**config.mk**
```make
export PLATFORM = sky130hd
export DESIGN_NAME = branch_operand_unit_flat
export DESIGN_NICKNAME = d
export VERILOG_FILES = /design/src/rtl/branch_operand_if.sv /design/src/rtl/branch_operand_unit.sv /design/src/flat_wrapper.sv
export SDC_FILE = /design/constraint.sdc
export NUM_CORES = 1
export LEC_CHECK = 0
export CAP_MARGIN = 20
export CORE_AREA = 2 2 130 132
export DETAILED_ROUTE_END_ITERATION = 8
export DIE_AREA = 0 0 132 134
export GPL_TIMING_DRIVEN = 0
export PLACE_DENSITY_LB_ADDON = 0.12
export SYNTH_ARGS = -nofsm -noshare
export SYNTH_HDL_FRONTEND = slang
export SYNTH_SLANG_ARGS = --single-unit
```
**constraint.sdc**
```tcl
create_clock -name clk -period 2.8 [get_ports clk]
set_input_delay 0.56 -clock clk [delete_from_list [all_inputs] [get_ports clk]]
set_output_delay 0.56 -clock clk [all_outputs]
set_load 0.1 [all_outputs]
```
**src/rtl/branch_operand_if.sv**
```systemverilog
// Branch operand bus: pipeline sources and comparator feedback in, operands/control/stats out.
interface branch_operand_if #(
   parameter int CNT_W = 16
);
   logic              id_beq;
   logic              id_bne;
   logic [4:0]        id_rs;
   logic [4:0]        id_rt;
   logic [31:0]       rf_rs_data;
   logic [31:0]       rf_rt_data;
   logic              ex_regwrite;
   logic              ex_memread;
   logic [4:0]        ex_rd;
   logic              mem_regwrite;
   logic              mem_memread;
   logic [4:0]        mem_rd;
   logic [31:0]       mem_alu_result;
   logic              wb_regwrite;
   logic [4:0]        wb_rd;
   logic [31:0]       wb_data;
   logic              cmp_equal;
   logic [31:0]       cbd;
   logic [31:0]       cad;
   logic              stall;
   logic              br_taken;
   logic              flush_if;
   logic              stall_err;
   logic [CNT_W-1:0]  br_count;
   logic [CNT_W-1:0]  taken_count;
   logic [CNT_W-1:0]  stall_count;

   modport master (
      output id_beq, id_bne, id_rs, id_rt, rf_rs_data, rf_rt_data,
             ex_regwrite, ex_memread, ex_rd, mem_regwrite, mem_memread, mem_rd,
             mem_alu_result, wb_regwrite, wb_rd, wb_data, cmp_equal,
      input  cbd, cad, stall, br_taken, flush_if, stall_err,
             br_count, taken_count, stall_count
   );

   modport slave (
      input  id_beq, id_bne, id_rs, id_rt, rf_rs_data, rf_rt_data,
             ex_regwrite, ex_memread, ex_rd, mem_regwrite, mem_memread, mem_rd,
             mem_alu_result, wb_regwrite, wb_rd, wb_data, cmp_equal,
      output cbd, cad, stall, br_taken, flush_if, stall_err,
             br_count, taken_count, stall_count
   );
endinterface

```
**src/rtl/branch_operand_unit.sv**
```systemverilog
// ID-stage branch operand forwarding, hazard stall, beq/bne resolution and statistics.
module branch_operand_unit #(
   parameter int CNT_W     = 16,
   parameter int MAX_STALL = 3
) (
   input  logic              clk,
   input  logic              rst_n,
   branch_operand_if.slave   bus
);
   typedef enum logic {IDLE = 1'b0, HOLD = 1'b1} state_t;

   localparam logic [CNT_W-1:0] CNT_ONE  = CNT_W'(1);
   localparam logic [2:0]       HOLD_ONE = 3'd1;
   localparam logic [2:0]       STALL_LIM = 3'(MAX_STALL);

   state_t           state_q, state_d;
   logic [2:0]       hold_cnt_q, hold_cnt_d;
   logic             stall_err_q, stall_err_d;
   logic [CNT_W-1:0] br_cnt_q, br_cnt_d;
   logic [CNT_W-1:0] taken_cnt_q, taken_cnt_d;
   logic [CNT_W-1:0] stall_cnt_q, stall_cnt_d;

   logic             is_br, haz, resolve, taken;
   logic [31:0]      cbd, cad;

   function automatic logic src_hit(input logic [4:0] r, input logic [4:0] rs,
                                    input logic [4:0] rt);
      return (r != 5'd0) && ((r == rs) || (r == rt));
   endfunction

   // Non-load MEM results beat WB; loads in MEM are never forwarded (they stall instead).
   function automatic logic [31:0] fwd(input logic [4:0] r, input logic [31:0] rf,
                                       input logic mem_wr, input logic mem_ld,
                                       input logic [4:0] mem_rd, input logic [31:0] mem_val,
                                       input logic wb_wr, input logic [4:0] wb_rd,
                                       input logic [31:0] wb_val);
      if (r == 5'd0)                          return 32'd0;
      else if (mem_wr && !mem_ld && mem_rd == r) return mem_val;
      else if (wb_wr && wb_rd == r)           return wb_val;
      else                                    return rf;
   endfunction

   function automatic logic [CNT_W-1:0] sat_inc(input logic [CNT_W-1:0] v);
      return (&v) ? v : v + CNT_ONE;
   endfunction

   // Hazard detection, operand selection and same-cycle branch resolution.
   always_comb begin
      is_br   = bus.id_beq | bus.id_bne;
      haz     = is_br & ((bus.ex_regwrite & src_hit(bus.ex_rd, bus.id_rs, bus.id_rt))
                       | (bus.mem_regwrite & bus.mem_memread
                          & src_hit(bus.mem_rd, bus.id_rs, bus.id_rt)));
      resolve = is_br & ~haz;
      taken   = resolve & (bus.id_beq ? bus.cmp_equal : ~bus.cmp_equal);
      cbd     = fwd(bus.id_rs, bus.rf_rs_data, bus.mem_regwrite, bus.mem_memread,
                    bus.mem_rd, bus.mem_alu_result, bus.wb_regwrite, bus.wb_rd, bus.wb_data);
      cad     = fwd(bus.id_rt, bus.rf_rt_data, bus.mem_regwrite, bus.mem_memread,
                    bus.mem_rd, bus.mem_alu_result, bus.wb_regwrite, bus.wb_rd, bus.wb_data);
   end

   // Stall-tracking FSM: counts consecutive stall cycles of the branch held in ID.
   always_comb begin
      state_d     = state_q;
      hold_cnt_d  = hold_cnt_q;
      stall_err_d = stall_err_q;
      case (state_q)
         IDLE: begin
            if (haz) begin
               state_d    = HOLD;
               hold_cnt_d = HOLD_ONE;
            end
         end
         HOLD: begin
            if (haz) begin
               hold_cnt_d = (&hold_cnt_q) ? hold_cnt_q : hold_cnt_q + HOLD_ONE;
            end else begin
               // Covers both a resolved branch and one that left ID unresolved.
               state_d    = IDLE;
               hold_cnt_d = 3'd0;
            end
         end
         default: begin
            state_d    = IDLE;
            hold_cnt_d = 3'd0;
         end
      endcase
      if (hold_cnt_d >= STALL_LIM) stall_err_d = 1'b1;
   end

   // Saturating statistics.
   always_comb begin
      br_cnt_d    = resolve ? sat_inc(br_cnt_q)    : br_cnt_q;
      taken_cnt_d = taken   ? sat_inc(taken_cnt_q) : taken_cnt_q;
      stall_cnt_d = haz     ? sat_inc(stall_cnt_q) : stall_cnt_q;
   end

   // State and statistics registers.
   always_ff @(posedge clk or negedge rst_n) begin
      if (!rst_n) begin
         state_q     <= IDLE;
         hold_cnt_q  <= 3'd0;
         stall_err_q <= 1'b0;
         br_cnt_q    <= '0;
         taken_cnt_q <= '0;
         stall_cnt_q <= '0;
      end else begin
         state_q     <= state_d;
         hold_cnt_q  <= hold_cnt_d;
         stall_err_q <= stall_err_d;
         br_cnt_q    <= br_cnt_d;
         taken_cnt_q <= taken_cnt_d;
         stall_cnt_q <= stall_cnt_d;
      end
   end

   assign bus.cbd         = cbd;
   assign bus.cad         = cad;
   assign bus.stall       = haz;
   assign bus.br_taken    = taken;
   assign bus.flush_if    = taken;
   assign bus.stall_err   = stall_err_q;
   assign bus.br_count    = br_cnt_q;
   assign bus.taken_count = taken_cnt_q;
   assign bus.stall_count = stall_cnt_q;
endmodule

```
**src/flat_wrapper.sv**
```systemverilog
// flat-port wrapper written by rule: the top's interface ports become plain ports
module branch_operand_unit_flat 
#(
   parameter int CNT_W     = 16,
   parameter int MAX_STALL = 3
)
  (clk, rst_n, bus_id_beq, bus_id_bne, bus_id_rs, bus_id_rt, bus_rf_rs_data, bus_rf_rt_data, bus_ex_regwrite, bus_ex_memread, bus_ex_rd, bus_mem_regwrite, bus_mem_memread, bus_mem_rd, bus_mem_alu_result, bus_wb_regwrite, bus_wb_rd, bus_wb_data, bus_cmp_equal, bus_cbd, bus_cad, bus_stall, bus_br_taken, bus_flush_if, bus_stall_err, bus_br_count, bus_taken_count, bus_stall_count);
  branch_operand_if #(.CNT_W(CNT_W)) bus_i ();
  input  logic clk;
  input  logic rst_n;
  input wire logic [$bits(bus_i.id_beq)-1:0] bus_id_beq;
  input wire logic [$bits(bus_i.id_bne)-1:0] bus_id_bne;
  input wire logic [$bits(bus_i.id_rs)-1:0] bus_id_rs;
  input wire logic [$bits(bus_i.id_rt)-1:0] bus_id_rt;
  input wire logic [$bits(bus_i.rf_rs_data)-1:0] bus_rf_rs_data;
  input wire logic [$bits(bus_i.rf_rt_data)-1:0] bus_rf_rt_data;
  input wire logic [$bits(bus_i.ex_regwrite)-1:0] bus_ex_regwrite;
  input wire logic [$bits(bus_i.ex_memread)-1:0] bus_ex_memread;
  input wire logic [$bits(bus_i.ex_rd)-1:0] bus_ex_rd;
  input wire logic [$bits(bus_i.mem_regwrite)-1:0] bus_mem_regwrite;
  input wire logic [$bits(bus_i.mem_memread)-1:0] bus_mem_memread;
  input wire logic [$bits(bus_i.mem_rd)-1:0] bus_mem_rd;
  input wire logic [$bits(bus_i.mem_alu_result)-1:0] bus_mem_alu_result;
  input wire logic [$bits(bus_i.wb_regwrite)-1:0] bus_wb_regwrite;
  input wire logic [$bits(bus_i.wb_rd)-1:0] bus_wb_rd;
  input wire logic [$bits(bus_i.wb_data)-1:0] bus_wb_data;
  input wire logic [$bits(bus_i.cmp_equal)-1:0] bus_cmp_equal;
  output wire logic [$bits(bus_i.cbd)-1:0] bus_cbd;
  output wire logic [$bits(bus_i.cad)-1:0] bus_cad;
  output wire logic [$bits(bus_i.stall)-1:0] bus_stall;
  output wire logic [$bits(bus_i.br_taken)-1:0] bus_br_taken;
  output wire logic [$bits(bus_i.flush_if)-1:0] bus_flush_if;
  output wire logic [$bits(bus_i.stall_err)-1:0] bus_stall_err;
  output wire logic [$bits(bus_i.br_count)-1:0] bus_br_count;
  output wire logic [$bits(bus_i.taken_count)-1:0] bus_taken_count;
  output wire logic [$bits(bus_i.stall_count)-1:0] bus_stall_count;
  assign bus_i.id_beq = bus_id_beq;
  assign bus_i.id_bne = bus_id_bne;
  assign bus_i.id_rs = bus_id_rs;
  assign bus_i.id_rt = bus_id_rt;
  assign bus_i.rf_rs_data = bus_rf_rs_data;
  assign bus_i.rf_rt_data = bus_rf_rt_data;
  assign bus_i.ex_regwrite = bus_ex_regwrite;
  assign bus_i.ex_memread = bus_ex_memread;
  assign bus_i.ex_rd = bus_ex_rd;
  assign bus_i.mem_regwrite = bus_mem_regwrite;
  assign bus_i.mem_memread = bus_mem_memread;
  assign bus_i.mem_rd = bus_mem_rd;
  assign bus_i.mem_alu_result = bus_mem_alu_result;
  assign bus_i.wb_regwrite = bus_wb_regwrite;
  assign bus_i.wb_rd = bus_wb_rd;
  assign bus_i.wb_data = bus_wb_data;
  assign bus_i.cmp_equal = bus_cmp_equal;
  assign bus_cbd = bus_i.cbd;
  assign bus_cad = bus_i.cad;
  assign bus_stall = bus_i.stall;
  assign bus_br_taken = bus_i.br_taken;
  assign bus_flush_if = bus_i.flush_if;
  assign bus_stall_err = bus_i.stall_err;
  assign bus_br_count = bus_i.br_count;
  assign bus_taken_count = bus_i.taken_count;
  assign bus_stall_count = bus_i.stall_count;
  branch_operand_unit #(.CNT_W(CNT_W), .MAX_STALL(MAX_STALL)) u_core (.clk(clk), .rst_n(rst_n), .bus(bus_i));
endmodule
```
; ---- Word-level counts from Yosys, hierarchy flattened
; Index checks and enable logic that the tools add are counted.
[totals]
mem_bits_rw = 0
latchBits = 0
memories = 0
ff_bits = 53
input_bits = 163
word_cells = 64
mem_bits_ro = 0
[op_classes]
n_mux = 12
shifts = 0
n_mul = 0
n_reduce_logical = 21
addsub = 4
n_bitwise = 14
div_mod_pow = 0
n_lt_le_gt_ge = 1
eq_ne = 6
[ops]
columns = operator, count
row1 = $mux W32, 6
row2 = $add A16 B1 Y16 const B, 3
row3 = $reduce_and A16 Y1, 3
row4 = $eq A5 B5 Y1, 6
row5 = $logic_not A5 Y1, 2
row6 = $reduce_bool A5 Y1, 2
row7 = $mux W3, 3
row8 = $logic_and A1 B1 Y1, 7
row9 = $and A1 B1 Y1, 6
row10 = $not A1 Y1, 6
row11 = $pmux W3 S2, 1
row12 = $reduce_and A2 Y1, 3
row13 = $add A3 B1 Y3 const B, 1
row14 = $ge A3 B2 Y1 const B, 1
row15 = $reduce_and A3 Y1, 1
row16 = $logic_or A1 B1 Y1, 2
row17 = $mux W1, 2
row18 = $or A1 B1 Y1, 2
row19 = $logic_not A1 Y1, 1

; ---- Logic depth before layout (Yosys ltp)
[depth]
word_depth = 10
depth_mapped = 9

; ---- Least setup slack after synthesis
; Ideal clock, no wire load.
[synth_path]
kind = input to output
from = in bus_id_rs[2]
to = out bus_cbd[10]
path_slack_ns = -1.713
required_time_ns = 2.240
cell_stages = 7
arrival_ns = 3.953
n_path_buf = 2
path_cell_list = xor2_1 -> nor4_1 -> and3_1 -> clkbuf_1 -> buf_2 -> mux2i_1 -> a211oi_1
[synth_between]
elab_chain_cells = 5
[synth_rtl]
columns = element, line_no
row1 = start: declaration, flat_wrapper.sv:13  ; input wire logic [$bits(bus_i.id_rs)-1:0] bus_id_rs;
row2 = $eq A5 B5 Y1, branch_operand_unit.sv:39  ; else if (wb_wr && wb_rd == r) return wb_val;
row3 = $logic_and A1 B1 Y1, branch_operand_unit.sv:39
row4 = $mux W32, branch_operand_unit.sv:39
row5 = $mux W32, branch_operand_unit.sv:38  ; else if (mem_wr && !mem_ld && mem_rd == r) return mem_val;
row6 = $mux W32 *, branch_operand_unit.sv:37  ; if (r == 5'd0) return 32'd0;
row7 = end: declaration, flat_wrapper.sv:28  ; output wire logic [$bits(bus_i.cbd)-1:0] bus_cbd;
; Mark *: on every way between the ends. The rest lies on a longest branch, timed or not.

; ---- Worst setup path in the final report
[layout_path]
from = in bus_wb_rd[0]
to = out bus_cbd[15]
[layout_between]
elab_chain_cells = 5
[layout_rtl]
columns = element, line_no
row1 = start: declaration, flat_wrapper.sv:25  ; input wire logic [$bits(bus_i.wb_rd)-1:0] bus_wb_rd;
row2 = $eq A5 B5 Y1, branch_operand_unit.sv:39
row3 = $logic_and A1 B1 Y1, branch_operand_unit.sv:39
row4 = $mux W32, branch_operand_unit.sv:39
row5 = $mux W32, branch_operand_unit.sv:38
row6 = $mux W32, branch_operand_unit.sv:37
; Every way passes these cells.

==> impl_metrics.tcl <==
set metrics [dict create \
    status "complete, but fails checks" \
    violations "negative setup slack" \
    clk_latency_ns 0.30 \
    fin_crit_sh_pct 104 \
    area_delta_synth_final_pct 140 \
    wl_per_cell_um 21.9 \
    hold_viol 0 \
    numCtsBuffers 5 \
    regToRegStartpoint "u_core.bus.br_count[6]" \
    fin_area_um2 10700 \
    setup_tns_ns -0.460 \
    port-buffer-count 277 \
    syn_avg_cell_area_um2 8.67 \
    cts_tree "built" \
    synth_cells 515 \
    ff2ff_path_depth 8 \
    crit_path_cell_trace "buf_8 > xor2_1 > nor4_1 > and3_1 > buf_8 > buf_8 > mux2i_1 > a211oi_4 > buf_12" \
    critPathLaunchType "input port" \
    ir_drop_mv 0.726 \
    ys_ff_latch 53 \
    pin_count 279 \
    async_flop_share_pct 100 \
    r2r_end "u_core.bus.br_count[1]" \
    arrival_ns 2.35 \
    syn_nets 682 \
    ant_nets 0 \
    clock-sinks 53 \
    fin_crit_ns 2.91 \
    die_w_um 132 \
    antenna_found_initial 6 \
    row_count 47 \
    wl_um 23200 \
    dp_hpwl_um 16500 \
    drv_slew 0 \
    cts_buffer_depth 2 \
    critPathLaunch "bus_wb_rd[0]" \
    drv_cap 0 \
    finClkSkew_ns 0.00928 \
    r2r_slack_ns 0.50 \
    fillers 1199 \
    yosysWarnings 0 \
    crit_family "buffers and inverters" \
    synth_edf_count 0 \
    slew_headroom_pct 33.5 \
    htree_levels 2 \
    first_iter_violations 199 \
    crit_type "in -> out" \
    cpPeakStageDelay_ns 0.41 \
    critPathMaxFanout 10 \
    routed_via_density 5.09 \
    setup_viol 19 \
    syn_area_um2 4470 \
    die-height_um 134 \
    cp_common_cell "buf_8" \
    synth_cell_types 38 \
    rsz0062_at_grt "yes" \
    setup_ws_ns -0.109 \
    required_ns 2.24 \
    hold_buffers 0 \
    grt_pass1_vias 5790 \
    grt_pass1_wl_um 34000 \
    start_util_pct 27.4 \
    power_leakage_uw 0.00410 \
    worst_pin_slew_ns 0.994 \
    cp_num_buf_inv 4 \
    placed_cell_area_um2 8530 \
    endpoint_kind "output pin" \
    min_path_type "in -> async" \
    overflow 0 \
    ys.flop_type "dfrtp_1" \
    drive_gt1_share_pct 40.6 \
    multi_input_area_um2 4490 \
    route.detailed.drc 0 \
    place_ws_ns -1.68 \
    dr.pass1.iters 4 \
    core_um2 16300 \
    track_usage_pct 24.5 \
    final_core_util_pct 65.7 \
    p_total_uw 4820 \
    cts.clk_slew.worst_paths_ns 0.08 \
    ys_seq_area_share_pct 29.7 \
    dieArea_um2 17700 \
    seqCellArea_um2 1330 \
    crit_path_top_delay_cell "mux2i_1" \
    nets 1005 \
    gp_congestion 0.914 \
    power-per-cell-area_nw_per_um2 451 \
    grt_max_degree 38 \
    root_buffer "clkbuf_16" \
    vias 5402 \
    timing.fmax_mhz 344 \
]
logic make-up after synthesis:
logic type / after synthesis / synth area share (%)
flip-flops: 53 / 29.7
adder cells (fa/ha/maj): 4 / 1.12
XOR/XNOR: 76 / 14.9
multiplexers: 68 / 15.3
AO/OA/AOI/OAI: 77 / 12.9
AND/OR/NAND/NOR: 194 / 21.9
buffers and inverters: 43 / 4.12
registers in the layout, indices dropped and copies added (netlist names):
| signal | cells |
|---|---|
| u_core.bus.taken_count | 16 |
| u_core.bus.stall_err | 1 |
| u_core.bus.br_count | 16 |
| u_core.bus.stall_count | 16 |
| u_core.hold_cnt_q | 3 |
| u_core.state_q | 1 |
Yosys cell counts (2+ instances only):
cell type,number,area (µm²)
xnor2_1,53,464
a211oi_1,64,480
dfrtp_1,53,1330
or4_1,4,30.0
nor4_1,2,12.5
nor3_1,6,30.0
and3_1,25,156
a21oi_1,4,20.0
mux2_2,2,22.5
nor2_1,75,282
mux2i_1,65,651
and2_1,8,50.1
a31oi_1,2,12.5
inv_1,7,26.3
nand3_1,26,130
nand4_1,25,156
nor2b_1,2,12.5
ha_1,4,50.1
clkbuf_1,24,90.1
xor2_1,23,201
o21ai_0,2,10.0
buf_2,9,45.0
nand2_1,14,52.6
or3_1,2,12.5
cell usage in the layout, fill, tap and decap left out, types with 12 or more instances in the layout:
cell	synthesis	layout
clkdlybuf4s50_1	0	183
buf_12	0	82
a211oi_4	0	64
nor2_1	75	52
xnor2_1	53	51
dfrtp_1	53	50
mux2i_4	0	38
buf_4	1	27
nand4_1	25	25
and3_1	25	25
nand3_1	26	24
nor2_2	0	21
xor2_1	23	21
mux2i_2	0	15
buf_8	0	12
nand2_1	14	12
mux2i_1	65	12
worst reg2reg max path: stages (launching register included):
cell and delay (ns):
dfrtp_1 0.41, and4_1 0.24, and3_1 0.20, and3_1 0.20, nand2_1 0.13, or3_1 0.38
clkbuf_1 0.16, nand2_1 0.14, mux2_2 0.34
worst max-delay path by stage:
| stage | endpoint | slack (ns) | depth (start not counted) |
|---|---|---|---|
| finish | bus_cbd[15] | -0.11 | 9 |
| global placement | bus_stall | -1.67 | 9 |
| global route | bus_cbd[15] | -0.13 | 9 |
| detailed placement | bus_cad[10] | -1.68 | 6 |
| CTS | bus_flush_if | -0.1 | 8 |
| floorplan | bus_cad[10] | -0.17 | 7 |
per-layer routing:
metal | wire length [µm] | vias to the layer above | track usage, % | share of wire [%]
met3 | 1550 | 50 | 5.93 | 6.7
met1 | 8730 | 2667 | 28.1 | 38
met5 | 36 | - | 0 | 0.16
met2 | 12300 | 216 | 44.8 | 53
met4 | 651 | 6 | 8.03 | 2.8
li1 | - | 2463 | - | -
layout make-up:
class                           count  area share, %
Multi-Input combinational cell    420           42.0
Timing Repair Buffer              315           36.5
Sequential cell                    53           12.4
Buffer                             35           4.55
Tap cell                          220           2.57
Clock buffer                        5           1.17
Clock inverter                      3          0.468
Inverter                            8          0.304
Antenna cell                        2         0.0468
repair_timing:
action                     4_1_cts  5_1_grt
setup endpoints to repair       75       67
cloned                           6        3
resized for setup              822      108
setup buffers                   23        8
pin swaps                       44       37
where the power goes:
| group | switching (µW) | internal [µW] | total, µW |
|---|---|---|---|
| sequential | 150 | 897 | 1050 |
| combinational | 1960 | 1080 | 3040 |
| clock | 303 | 430 | 734 |
| total | 2420 | 2410 | 4820 |
per-stage QoR:
step | instances | hold slack, ns
after CTS | 1050 | 0.194
after global placement | 1012 | 0.473
after detailed placement | 1013 | 0.476
after floorplan | 515 | 0.264
after global routing | 1061 | 0.208
final | 1061 | 0.186
(Power assumes the default switching activity.)
